`config.mk`:
```
export PLATFORM = sky130hd
export DESIGN_NAME = pmod_shift_out
export DESIGN_NICKNAME = d
export VERILOG_FILES = /design/src/rtl/pmod_shift_out.sv
export SDC_FILE = /design/constraint.sdc
export NUM_CORES = 1
export LEC_CHECK = 0
export CAP_MARGIN = 20
export CORE_MARGIN = 2
export CORE_UTILIZATION = 60
export CTS_BUF_LIST = sky130_fd_sc_hd__clkbuf_4 sky130_fd_sc_hd__clkbuf_8 sky130_fd_sc_hd__clkbuf_16
export CTS_CLUSTER_DIAMETER = 200
export DETAILED_ROUTE_END_ITERATION = 10
export GPL_TIMING_DRIVEN = 0
export PLACE_DENSITY = 0.8
export SYNTH_ARGS = -nofsm -noshare
export SYNTH_HDL_FRONTEND = slang
export SYNTH_SLANG_ARGS = --single-unit
```
`constraint.sdc`:
```
create_clock -name clk -period 4.95 [get_ports clk]
set_input_delay 1.2375 -clock clk [delete_from_list [all_inputs] [get_ports clk]]
set_output_delay 1.2375 -clock clk [all_outputs]
set_load 0.01 [all_outputs]
```
`src/rtl/pmod_shift_out.sv`:
```
// Serial PMOD LED driver: shifts a changed parallel pattern into a 74HC595-style register.
// Define PMOD_SHIFT_LSB_FIRST_EN to shift LSB first (default is MSB first).
module pmod_shift_out #(
   parameter int WIDTH   = 8,
   parameter int CLK_DIV = 4
) (
   input  logic             clk,
   input  logic             resetn,
   input  logic [WIDTH-1:0] din,
   output logic             pmod_sclk,
   output logic             pmod_sdata,
   output logic             pmod_latch,
   output logic             busy
);

   // state | meaning
   // IDLE  | waiting for a forced send or a new pattern
   // SLOW  | shift clock low, current bit presented on sdata
   // SHIGH | shift clock high, external register samples sdata
   // LATCH | storage-register strobe after the last bit

   localparam int CW = (CLK_DIV > 1) ? $clog2(CLK_DIV) : 1;
   localparam int IW = (WIDTH > 1) ? $clog2(WIDTH) : 1;
   localparam logic [CW-1:0] CNT_LAST = CW'(CLK_DIV - 1);
   localparam logic [IW-1:0] IDX_LAST = IW'(WIDTH - 1);

   typedef enum logic [1:0] {IDLE, SLOW, SHIGH, LATCH} state_t;

   state_t           state;
   logic [CW-1:0]    cnt;
   logic [IW-1:0]    idx;
   logic [WIDTH-1:0] shreg;
   logic [WIDTH-1:0] last_sent;
   logic             force_send;
   logic             cnt_done;
   logic             bit_cur;

   always_comb begin
      cnt_done = (cnt == CNT_LAST);
`ifdef PMOD_SHIFT_LSB_FIRST_EN
      bit_cur  = shreg[idx];
`else
      bit_cur  = shreg[IDX_LAST - idx];
`endif
   end

   // Outputs are decoded from the current state registers, so they trail the state by one cycle.
   always_ff @(posedge clk or negedge resetn) begin
      if (!resetn) begin
         state      <= IDLE;
         cnt        <= '0;
         idx        <= '0;
         shreg      <= '0;
         last_sent  <= '0;
         force_send <= 1'b1;
         pmod_sclk  <= 1'b0;
         pmod_sdata <= 1'b0;
         pmod_latch <= 1'b0;
         busy       <= 1'b0;
      end else begin
         pmod_sclk  <= 1'b0;
         pmod_sdata <= 1'b0;
         pmod_latch <= 1'b0;
         busy       <= 1'b0;
         case (state)
            SLOW: begin
               pmod_sdata <= bit_cur;
               busy       <= 1'b1;
            end
            SHIGH: begin
               pmod_sclk  <= 1'b1;
               pmod_sdata <= bit_cur;
               busy       <= 1'b1;
            end
            LATCH: begin
               pmod_latch <= 1'b1;
               busy       <= 1'b1;
            end
            default: ;
         endcase

         case (state)
            IDLE: begin
               cnt <= '0;
               if (force_send || (din != last_sent)) begin
                  shreg      <= din;
                  force_send <= 1'b0;
                  idx        <= '0;
                  state      <= SLOW;
               end
            end
            SLOW: begin
               if (cnt_done) begin
                  cnt   <= '0;
                  state <= SHIGH;
               end else begin
                  cnt <= cnt + 1'b1;
               end
            end
            SHIGH: begin
               if (cnt_done) begin
                  cnt <= '0;
                  if (idx == IDX_LAST) begin
                     state <= LATCH;
                  end else begin
                     idx   <= idx + 1'b1;
                     state <= SLOW;
                  end
               end else begin
                  cnt <= cnt + 1'b1;
               end
            end
            LATCH: begin
               if (cnt_done) begin
                  cnt       <= '0;
                  last_sent <= shreg;
                  state     <= IDLE;
               end else begin
                  cnt <= cnt + 1'b1;
               end
            end
            default: state <= IDLE;
         endcase
      end
   end

endmodule

```
* Word-level counts from Yosys, hierarchy flattened *
Index checks and enable logic that the tools add are counted.

word-level totals
  bits in registers = 28
  bits of input ports = 10
  output and inout bits = 4
  logic and storage cells = 52

cells by class
  add/subtract/negate cells = 3
  order comparisons = 1
  equality and inequality tests = 11
  multiplexer cells = 18
  reductions and logical operators = 9

operator list
  cell                                                  number
  2-to-1 mux 2 bit                                      6
  inequality test 2 bit (second input constant)         5
  2-to-1 mux 3 bit                                      3
  inequality test 8 bit                                 1
  one-hot mux 2 bit (4 select lines)                    1
  AND reduction 4 bit                                   2
  equality test 2 bit (second input constant)           3
  one-hot mux 3 bit (2 select lines)                    1
  2-to-1 mux 1 bit                                      5
  < comparator 3 x 4 -> 1 bit (second input constant)   1
  one-hot mux 2 bit (2 select lines)                    1
  AND reduction 2 bit                                   2
  adder 3 x 1 -> 3 bit (second input constant)          1
  binary-select mux 1 bit (select 3 bit)                1
  equality test 3 bit (second input constant)           1
  OR reduction 3 bit                                    1
  subtractor 3 bit (first input constant)               1
  adder 2 x 1 -> 2 bit (second input constant)          1
  equality test 2 x 1 -> 1 bit (second input constant)  1
  logical NOT 2 bit                                     1
  nonzero test 2 bit                                    1
  OR reduction 2 bit                                    1
  logical OR 1 bit                                      1

* Logic depth before layout (Yosys ltp) *
Gate-level depths: netlist of run 1.

  word-level depth = 4
  depth in mapped cells = 7
  gate-level depth less buffers = 6

* Least setup slack after synthesis of run 1 *
No wires, ideal clock.

  kind = input to register
  start point = in din[0]
  end point = reg shreg[0]
  library setup time = 0.125 ns
  arrival = 2.428 ns
  required time = 4.825 ns
  setup slack = 2.397 ns
  stages on the path = 5
  buffers on the path = 1
  cells stage by stage = xor2_1 nor4_4 a31o_1 buf_6 mux2_2

on the way
  longest elaborated chain between the ends = 3

ends and longest elaborated chain
  element                               line  text
  start: declaration                    9     input logic [WIDTH-1:0] din,
  inequality test 8 bit                 85    if (force_send || (din != last_sent)) begin
  logical OR 1 bit                      85
  AND reduction 2 bit (no source line)  n/a
  end signal: assignment                86    shreg <= din;
  end: declaration                      32    logic [WIDTH-1:0] shreg;

Parallel ways exist; a longest one is shown, timed or not.
A chain may end at the register's enable or synchronous reset.

* Worst setup path in the final report of run 1 *
  start point = in din[6]
  end point = reg shreg[1]

on the way
  longest elaborated chain between the ends = 3

ends and longest elaborated chain
  element                               line
  inequality test 8 bit                 85
  logical OR 1 bit                      85
  AND reduction 2 bit (no source line)  n/a

No other way between the ends.

==> report_table.html, run 1 <==
<table>
<tr><th>Metric</th><th>Value</th></tr>
<tr><th colspan="2">CTS</th></tr>
<tr><td>Clock transition time at the flip-flop clock pins of the worst setup and hold paths</td><td>roughly 140 ps</td></tr>
<tr><td>Post-CTS Setup Bufs</td><td>0</td></tr>
<tr><td>CTS H-tree lvls</td><td>1</td></tr>
<tr><td>Clock root buffer</td><td>sky130_fd_sc_hd__clkbuf_4</td></tr>
<tr><td>Hold Buf Count CTS</td><td>0</td></tr>
<tr><td>Clock tree from TritonCTS</td><td>yes</td></tr>
<tr><td>Clk sinks</td><td>28</td></tr>
<tr><td>Number of gates resized after CTS</td><td>0</td></tr>
<tr><td>Number of buffers on the longest clock path</td><td>2</td></tr>
<tr><td>Clock latency at the later pin of the worst-skew pair</td><td>roughly 330 ps</td></tr>
<tr><td>Number of buffers added by the clock tree synthesis step</td><td>3</td></tr>
<tr><th colspan="2">Placement</th></tr>
<tr><td>Final GP Congestion</td><td>0.881</td></tr>
<tr><td>Number of input and output port buffers inserted</td><td>13</td></tr>
<tr><td>Detailed-placement wirelength estimate</td><td>a little over 2000 um</td></tr>
<tr><td>Placed cell area</td><td>roughly 1600 um2</td></tr>
<tr><th colspan="2">Cells and area</th></tr>
<tr><td>Area added between synthesis and finish</td><td>15.7%</td></tr>
<tr><td>Number of diodes</td><td>0</td></tr>
<tr><td>Final instance area</td><td>around 1700 um2</td></tr>
<tr><td>Fill cells</td><td>between 150 and 200</td></tr>
<tr><td>NumNets Final</td><td>roughly 150</td></tr>
<tr><td>Final standard cell utilization of the core</td><td>around 75%</td></tr>
<tr><td>Layout cells sized above 1</td><td>between 20% and 30%</td></tr>
<tr><th colspan="2">Critical path</th></tr>
<tr><td>Series of cell instances along the critical path</td><td>clkdlybuf4s50_1 -&gt; xor2_1 -&gt; nor3_2 -&gt; a31o_1 -&gt; buf_6 -&gt; mux2_2</td></tr>
<tr><td>Required time of the critical path</td><td>roughly 5200 ps</td></tr>
<tr><td>Nature of the critical path startpoint</td><td>primary input</td></tr>
<tr><td>Maximum net fanout on the critical path</td><td>9</td></tr>
<tr><td>Setup CP Type</td><td>primary input to flop</td></tr>
<tr><td>CP arrival</td><td>approximately 3100 ps</td></tr>
<tr><td>Kind of end point of the critical path</td><td>flop</td></tr>
<tr><td>Longest individual stage delay on the worst path</td><td>a little under 500 ps</td></tr>
<tr><td>Slowest cell on crit path</td><td>sky130_fd_sc_hd__nor3_2</td></tr>
<tr><th colspan="2">Timing</th></tr>
<tr><td>Setup repair after global routing missed its margin</td><td>no</td></tr>
<tr><td>Highest clock rate</td><td>~0.36 GHz</td></tr>
<tr><td>Worst clock skew on the final layout</td><td>between 5 and 6 ps</td></tr>
<tr><td>Post-Route Setup TNS</td><td>0 ps</td></tr>
<tr><td>Number of hold-slack violations in the final timing report</td><td>0</td></tr>
<tr><td>Final setup viols</td><td>0</td></tr>
<tr><td>Worst rel slew slack</td><td>~63%</td></tr>
<tr><td>Final-report max-slew violation count</td><td>0</td></tr>
<tr><td>Min cycle time layout</td><td>around 2800 ps</td></tr>
<tr><td>Final Cycle Share</td><td>56.7%</td></tr>
<tr><td>Worst-margin pin slew</td><td>about 550 ps</td></tr>
<tr><th colspan="2">Floorplanning</th></tr>
<tr><td>Area enclosed by the die boundary</td><td>about 2800 um2</td></tr>
<tr><td>I/O pins</td><td>14</td></tr>
<tr><td>Chip Height</td><td>between 50 and 60 um</td></tr>
<tr><td>Site row count</td><td>17</td></tr>
<tr><td>Die span in x</td><td>53.2 um</td></tr>
<tr><td>CORE AREA</td><td>2250 um2</td></tr>
<tr><td>Effective utilization at floorplan</td><td>roughly 64%</td></tr>
<tr><th colspan="2">Synthesis</th></tr>
<tr><td>Synthesized net count</td><td>about 130</td></tr>
<tr><td>EDFF count, synth</td><td>0</td></tr>
<tr><td>Fraction of post-synthesis cell area in the top cell type by area</td><td>46.5%</td></tr>
<tr><td>Cells taking the most area after synthesis</td><td>sky130_fd_sc_hd__dfrtp_1 (46%), sky130_fd_sc_hd__mux2_2 (12%), sky130_fd_sc_hd__ha_1 (6.9%)</td></tr>
<tr><td>Leading post-synthesis cells by instance count</td><td>sky130_fd_sc_hd__dfrtp_1 (27), sky130_fd_sc_hd__mux2_2 (15), sky130_fd_sc_hd__ha_1 (8), sky130_fd_sc_hd__xor2_1 (8), sky130_fd_sc_hd__nor2_1 (7)</td></tr>
<tr><td>Cell variety after synth</td><td>34</td></tr>
<tr><td>Most frequently used cell type in the post-synthesis netlist</td><td>sky130_fd_sc_hd__dfrtp_1</td></tr>
<tr><td>Post-synthesis async set-or-reset flop share</td><td>100%</td></tr>
<tr><td>Synth Instances</td><td>116</td></tr>
<tr><td>Post-Syn Area</td><td>1450 um2</td></tr>
<tr><td>Cell type with the largest total area after synthesis</td><td>sky130_fd_sc_hd__dfrtp_1</td></tr>
<tr><td>Yosys reg bits</td><td>28</td></tr>
<tr><td>Per-instance average area after synthesis</td><td>approximately 13 um2</td></tr>
<tr><td>Prevailing post-synth register cell</td><td>sky130_fd_sc_hd__dfrtp_1</td></tr>
<tr><td>Count of synthesis-stage warnings from yosys</td><td>0</td></tr>
<tr><td>Seq/Total Area, Yosys</td><td>between 40% and 50%</td></tr>
<tr><th colspan="2">Power and ir drop</th></tr>
<tr><td>Power per standard cell area</td><td>around 570 nW/um2</td></tr>
<tr><td>Maximum vdd drop</td><td>0.000406 V</td></tr>
<tr><td>Cell leakage power</td><td>0.713 nW</td></tr>
<tr><th colspan="2">Global routing</th></tr>
<tr><td>Via count of the first global-routing pass</td><td>roughly 1.0k</td></tr>
<tr><td>Largest net degree at the start of global routing</td><td>21</td></tr>
<tr><td>Wire length of the first global-routing pass</td><td>~4700 um</td></tr>
<tr><td>Total Routing Usage GR</td><td>a little under a quarter</td></tr>
<tr><td>Number of antenna violations at the first check in global routing</td><td>0</td></tr>
<tr><td>Total congestion overflow after global routing</td><td>0</td></tr>
<tr><th colspan="2">Drt</th></tr>
<tr><td>DR vias/cell</td><td>slightly above 6</td></tr>
<tr><td>Count of routing violations after the opening detailed-route iteration</td><td>30</td></tr>
<tr><td>First drt pass iteration count</td><td>4</td></tr>
<tr><td>Remaining design rule violation count</td><td>0</td></tr>
<tr><td>Count of antenna-violating nets left after detailed routing</td><td>0</td></tr>
<tr><td>Via total after detailed routing</td><td>roughly 980</td></tr>
<tr><td>Detailed Route WL</td><td>between 2000 and 3000 um</td></tr>
<tr><td>Avg WL per Cell</td><td>approximately 17 um</td></tr>
<tr><th colspan="2">Flow run</th></tr>
<tr><td>Number of max-cap violations</td><td>0</td></tr>
<tr><th colspan="2">Worst hold path</th></tr>
<tr><td>Hold Crit Class</td><td>flop to flop</td></tr>
<tr><th colspan="2">Status</th></tr>
<tr><td>Status</td><td>completed</td></tr>
</table>
==> logic make-up (layout without fill, tap and decap cells) <==
kind of cell    after synthesis  count (layout)  share of synthesized area [%]
simple gates                 30              30                           13.4
flops                        28              28                           48.3
mux                          19              19                           16.2
compound gates               16              16                           8.09
fa+ha+maj                     8               8                           6.88
xor+xnor                      8               8                           4.82
buf+inv                       7              25                           2.32
==> report_power, final <==
| group | leakage [nW] | switching [mW] | internal [mW] |
|---|---|---|---|
| Clock | 0.0210 | 0.0663 | 0.0451 |
| Sequential | 0.338 | 0.0784 | 0.330 |
| Combinational | 0.354 | 0.212 | 0.229 |
| Total | 0.713 | 0.357 | 0.605 |
==> final cells by class <==
type	instances	area, um2	share of cell area (%)
Buffer	3	18.8	1.12
Tap cell	28	35.0	2.08
Multi-Input combinational cell	81	718	42.7
Sequential cell	28	702	41.7
Clock buffer	4	36.3	2.16
Timing Repair Buffer	14	158	9.37
Inverter	4	15.0	0.892
==> flip-flops by register name, indices dropped and copies added, names as in the netlist <==
signal / cells
last_sent: 8
shreg: 8
idx: 3
cnt: 2
state: 2
busy: 1
force_send: 1
pmod_latch: 1
pmod_sclk: 1
pmod_sdata: 1
==> worst max-delay path, delay by kind of cell <==
| kind | cells | cell delay [ps] |
|---|---|---|
| AND/OR/NAND/NOR | 1 | 490 |
| buffers and inverters | 2 | 580 |
| multiplexers | 1 | 340 |
| AO/OA/AOI/OAI | 1 | 240 |
| XOR/XNOR | 1 | 160 |
==> metal layers <==
layer / routed length, um / track usage (%)
met1: 1200 / 31.8
met4: 52 / 12.0
met3: 115 / 3.39
met5: 0 / 0
met2: 1320 / 37.9
==> per-stage QoR <==
| step | hold slack (ps) | setup slack, ps | instances | power [mW] |
|---|---|---|---|---|
| 3_3_place_gp | 420 | 1810 | 157 | 0.821 |
| 2_1_floorplan | 408 | 2400 | 116 | 0.720 |
| 6_report | 459 | 2140 | 162 | 0.961 |
| 5_1_grt | 484 | 2040 | 162 | 1.04 |
| 3_5_place_dp | 440 | 1800 | 158 | 0.854 |
| 4_1_cts | 460 | 2170 | 162 | 0.965 |
==> layout by cell type, fill, tap and decap left out, drive strengths merged, types with 2 or more instances in the layout <==
| cell | n |
|---|---|
| ha | 8 |
| and2 | 2 |
| nor2b | 4 |
| inv | 4 |
| buf | 2 |
| dfrtp | 27 |
| mux4 | 2 |
| mux2 | 16 |
| a31oi | 3 |
| clkdlybuf4s50 | 13 |
| o21ai | 3 |
| nand4bb | 2 |
| nor2 | 7 |
| a41o | 2 |
| o211ai | 3 |
| xor2 | 8 |
| nor3 | 3 |
| nand2b | 2 |
| nand4 | 3 |
| a32oi | 2 |
| clkbuf | 6 |
==> path summary, 6_finish.rpt <==
kind	from	endpoint	slack, ps	depth (start not counted)
worst max-delay path	din[6]	shreg[1]	2140	6
worst min-delay path	cnt[0]	cnt[0]	460	1
worst max register to register	last_sent[6]	shreg[1]	3050	5
worst min register to register	cnt[0]	cnt[0]	460	1
max in group asynchronous	resetn	force_send	3180	2
min in group asynchronous	resetn	state[1]	1220	1
No activity file was read; power rests on OpenSTA's default activity.
==> run 2, diff against run 1 <==
--- a/config.mk
+++ b/config.mk
@@ -7,12 +7,12 @@
 export LEC_CHECK = 0
 export CAP_MARGIN = 20
 export CORE_MARGIN = 2
-export CORE_UTILIZATION = 60
+export CORE_UTILIZATION = 55
 export CTS_BUF_LIST = sky130_fd_sc_hd__clkbuf_4 sky130_fd_sc_hd__clkbuf_8 sky130_fd_sc_hd__clkbuf_16
 export CTS_CLUSTER_DIAMETER = 200
 export DETAILED_ROUTE_END_ITERATION = 10
 export GPL_TIMING_DRIVEN = 0
-export PLACE_DENSITY = 0.8
+export PLACE_DENSITY = 0.74
 export SYNTH_ARGS = -nofsm -noshare
 export SYNTH_HDL_FRONTEND = slang
 export SYNTH_SLANG_ARGS = --single-unit
==> constraint.sdc (replaced) <==
create_clock -name clk -period 2.7 [get_ports clk]
set_input_delay 0.675 -clock clk [delete_from_list [all_inputs] [get_ports clk]]
set_output_delay 0.675 -clock clk [all_outputs]
set_load 0.01 [all_outputs]
==> report_table.html, run 2 (synthesized netlist as in run 1, its figures left out) <==
<table>
<tr><th>Metric</th><th>Value</th></tr>
<tr><th colspan="2">Cells and area</th></tr>
<tr><td>Number of diodes</td><td>0</td></tr>
<tr><td>Largest registers ranked by flip-flop count</td><td>last_sent: 8 flops, shreg: 8 flops, idx: 3 flops</td></tr>
<tr><td>Most common cell after layout, fill and taps aside</td><td>sky130_fd_sc_hd__dfrtp_1</td></tr>
<tr><td>Non-filler cells in the finished layout</td><td>around 160</td></tr>
<tr><td>Layout cells sized above 1</td><td>a little over 20%</td></tr>
<tr><td>NumNets Final</td><td>roughly 150</td></tr>
<tr><td>Area added between synthesis and finish</td><td>14.6%</td></tr>
<tr><td>Commonest non-fill, non-tap cells in the layout</td><td>sky130_fd_sc_hd__dfrtp_1 (27), sky130_fd_sc_hd__mux2_2 (15), sky130_fd_sc_hd__clkdlybuf4s50_1 (13), sky130_fd_sc_hd__xor2_1 (8), sky130_fd_sc_hd__ha_1 (8)</td></tr>
<tr><td>Final standard cell utilization of the core</td><td>approximately 67%</td></tr>
<tr><th colspan="2">Status</th></tr>
<tr><td>Status</td><td>completed</td></tr>
<tr><th colspan="2">Global routing</th></tr>
<tr><td>Wire length of the first global-routing pass</td><td>roughly 4500 um</td></tr>
<tr><td>Total Routing Usage GR</td><td>18.7%</td></tr>
<tr><td>Largest net degree at the start of global routing</td><td>16</td></tr>
<tr><td>Total congestion overflow after global routing</td><td>0</td></tr>
<tr><td>Via count of the first global-routing pass</td><td>between 900 and 1k</td></tr>
<tr><td>Number of antenna violations at the first check in global routing</td><td>0</td></tr>
<tr><th colspan="2">Timing</th></tr>
<tr><td>Final setup viols</td><td>0</td></tr>
<tr><td>Min cycle time layout</td><td>2280 ps</td></tr>
<tr><td>Setup repair after global routing missed its margin</td><td>no</td></tr>
<tr><td>Worst clock skew on the final layout</td><td>between 4 and 5 ps</td></tr>
<tr><td>Final Cycle Share</td><td>84.3%</td></tr>
<tr><td>Number of hold-slack violations in the final timing report</td><td>0</td></tr>
<tr><td>Final-report max-slew violation count</td><td>0</td></tr>
<tr><td>Worst rel slew slack</td><td>a little under three fifths</td></tr>
<tr><td>Post-Route Setup TNS</td><td>0 ps</td></tr>
<tr><td>Highest clock rate</td><td>roughly 0.44 GHz</td></tr>
<tr><td>Setup slack of the critical path after layout</td><td>approximately 420 ps</td></tr>
<tr><td>Worst-margin pin slew</td><td>between 600 and 700 ps</td></tr>
<tr><th colspan="2">Drt</th></tr>
<tr><td>First drt pass iteration count</td><td>4</td></tr>
<tr><td>DR vias/cell</td><td>just over 6</td></tr>
<tr><td>Count of antenna-violating nets left after detailed routing</td><td>0</td></tr>
<tr><td>Count of routing violations after the opening detailed-route iteration</td><td>30</td></tr>
<tr><td>Detailed Route WL</td><td>approximately 2600 um</td></tr>
<tr><td>Via total after detailed routing</td><td>between 1k and 1.5k</td></tr>
<tr><td>Remaining design rule violation count</td><td>0</td></tr>
<tr><td>Avg WL per Cell</td><td>roughly 16 um</td></tr>
<tr><th colspan="2">Power and ir drop</th></tr>
<tr><td>Cell leakage power</td><td>between 0.7 and 0.8 nW</td></tr>
<tr><td>Post-route total power</td><td>~1.7 mW</td></tr>
<tr><td>Power per standard cell area</td><td>~1000 nW/um2</td></tr>
<tr><td>Maximum vdd drop</td><td>0.000803 V</td></tr>
<tr><th colspan="2">Placement</th></tr>
<tr><td>Post-Place Worst Slack</td><td>70.0 ps</td></tr>
<tr><td>Cell count after placement</td><td>160</td></tr>
<tr><td>Final GP Congestion</td><td>about 0.84</td></tr>
<tr><td>Number of input and output port buffers inserted</td><td>13</td></tr>
<tr><td>Detailed-placement wirelength estimate</td><td>1950 um</td></tr>
<tr><th colspan="2">CTS</th></tr>
<tr><td>Number of buffers on the longest clock path</td><td>2</td></tr>
<tr><td>Number of buffers added by the clock tree synthesis step</td><td>3</td></tr>
<tr><td>Clk sinks</td><td>28</td></tr>
<tr><td>Clock tree from TritonCTS</td><td>yes</td></tr>
<tr><td>Clock latency at the later pin of the worst-skew pair</td><td>about 320 ps</td></tr>
<tr><td>Clock transition time at the flip-flop clock pins of the worst setup and hold paths</td><td>roughly 140 ps</td></tr>
<tr><td>Post-CTS Setup Bufs</td><td>0</td></tr>
<tr><td>Number of gates resized after CTS</td><td>0</td></tr>
<tr><td>CTS H-tree lvls</td><td>1</td></tr>
<tr><td>Clock root buffer</td><td>sky130_fd_sc_hd__clkbuf_4</td></tr>
<tr><td>Hold Buf Count CTS</td><td>0</td></tr>
<tr><th colspan="2">Worst hold path</th></tr>
<tr><td>Hold Crit Class</td><td>flop to flop</td></tr>
<tr><th colspan="2">Critical path</th></tr>
<tr><td>Setup CP Type</td><td>primary input to flop</td></tr>
<tr><td>Maximum net fanout on the critical path</td><td>9</td></tr>
<tr><td>CP arrival</td><td>2500 ps</td></tr>
<tr><td>Nature of the critical path startpoint</td><td>primary input</td></tr>
<tr><td>Kind of end point of the critical path</td><td>flop</td></tr>
<tr><td>Required time of the critical path</td><td>approximately 2900 ps</td></tr>
<tr><th colspan="2">Floorplanning</th></tr>
<tr><td>Area enclosed by the die boundary</td><td>approximately 3100 um2</td></tr>
<tr><td>CORE AREA</td><td>around 2500 um2</td></tr>
<tr><td>Site row count</td><td>18</td></tr>
<tr><td>Effective utilization at floorplan</td><td>between 50% and 60%</td></tr>
<tr><td>Die span in x</td><td>~55 um</td></tr>
<tr><td>Chip Height</td><td>roughly 55 um</td></tr>
<tr><td>I/O pins</td><td>14</td></tr>
<tr><th colspan="2">Flow run</th></tr>
<tr><td>Number of max-cap violations</td><td>0</td></tr>
</table>
-- run 2: where the power goes --
group	switching, mW	internal, mW
clock	0.116	0.0679
sequential	0.138	0.606
combinational	0.382	0.416
-- run 2: layer usage --
layer	wire [um]	track usage [%]	vias up
met1	1180	25.4	501
met4	66	9.06	0
met5	0	0	-
li1	-	-	463
met2	1200	29.6	31
met3	108	2.34	9
-- run 2: area by class of cell --
class,count,area [um2]
Buffer,3,18.8
Clock buffer,4,30.0
Fill cell,205,833
Inverter,4,15.0
Multi-Input combinational cell,81,718
Sequential cell,28,702
Tap cell,30,37.5
Timing Repair Buffer,14,145
-- run 2: worst paths after layout --
kind,startpoint,depth (start not counted),end,slack (ps)
setup reg to reg,last_sent[0],5,shreg[0],790
hold / removal,cnt[0],1,cnt[0],440
setup / recovery,din[0],6,shreg[0],420
max in group asynchronous,resetn,2,shreg[6],1450
hold reg to reg,cnt[0],1,cnt[0],440
min in group asynchronous,resetn,1,state[1],720
-- run 2: metrics by stage --
step | area, um2 | hold slack [ps]
floorplan | 1450 | 379
global placement | 1620 | 419
detailed placement | 1640 | 434
CTS | 1670 | 451
global route | 1670 | 475
finish | 1670 | 445
-- run 2: critical path: stages --
cell,delay [ps]
sky130_fd_sc_hd__clkdlybuf4s50_1,430
sky130_fd_sc_hd__xor2_1,180
sky130_fd_sc_hd__nor4_4,500
sky130_fd_sc_hd__a31o_1,230
sky130_fd_sc_hd__buf_6,140
sky130_fd_sc_hd__mux2_2,340
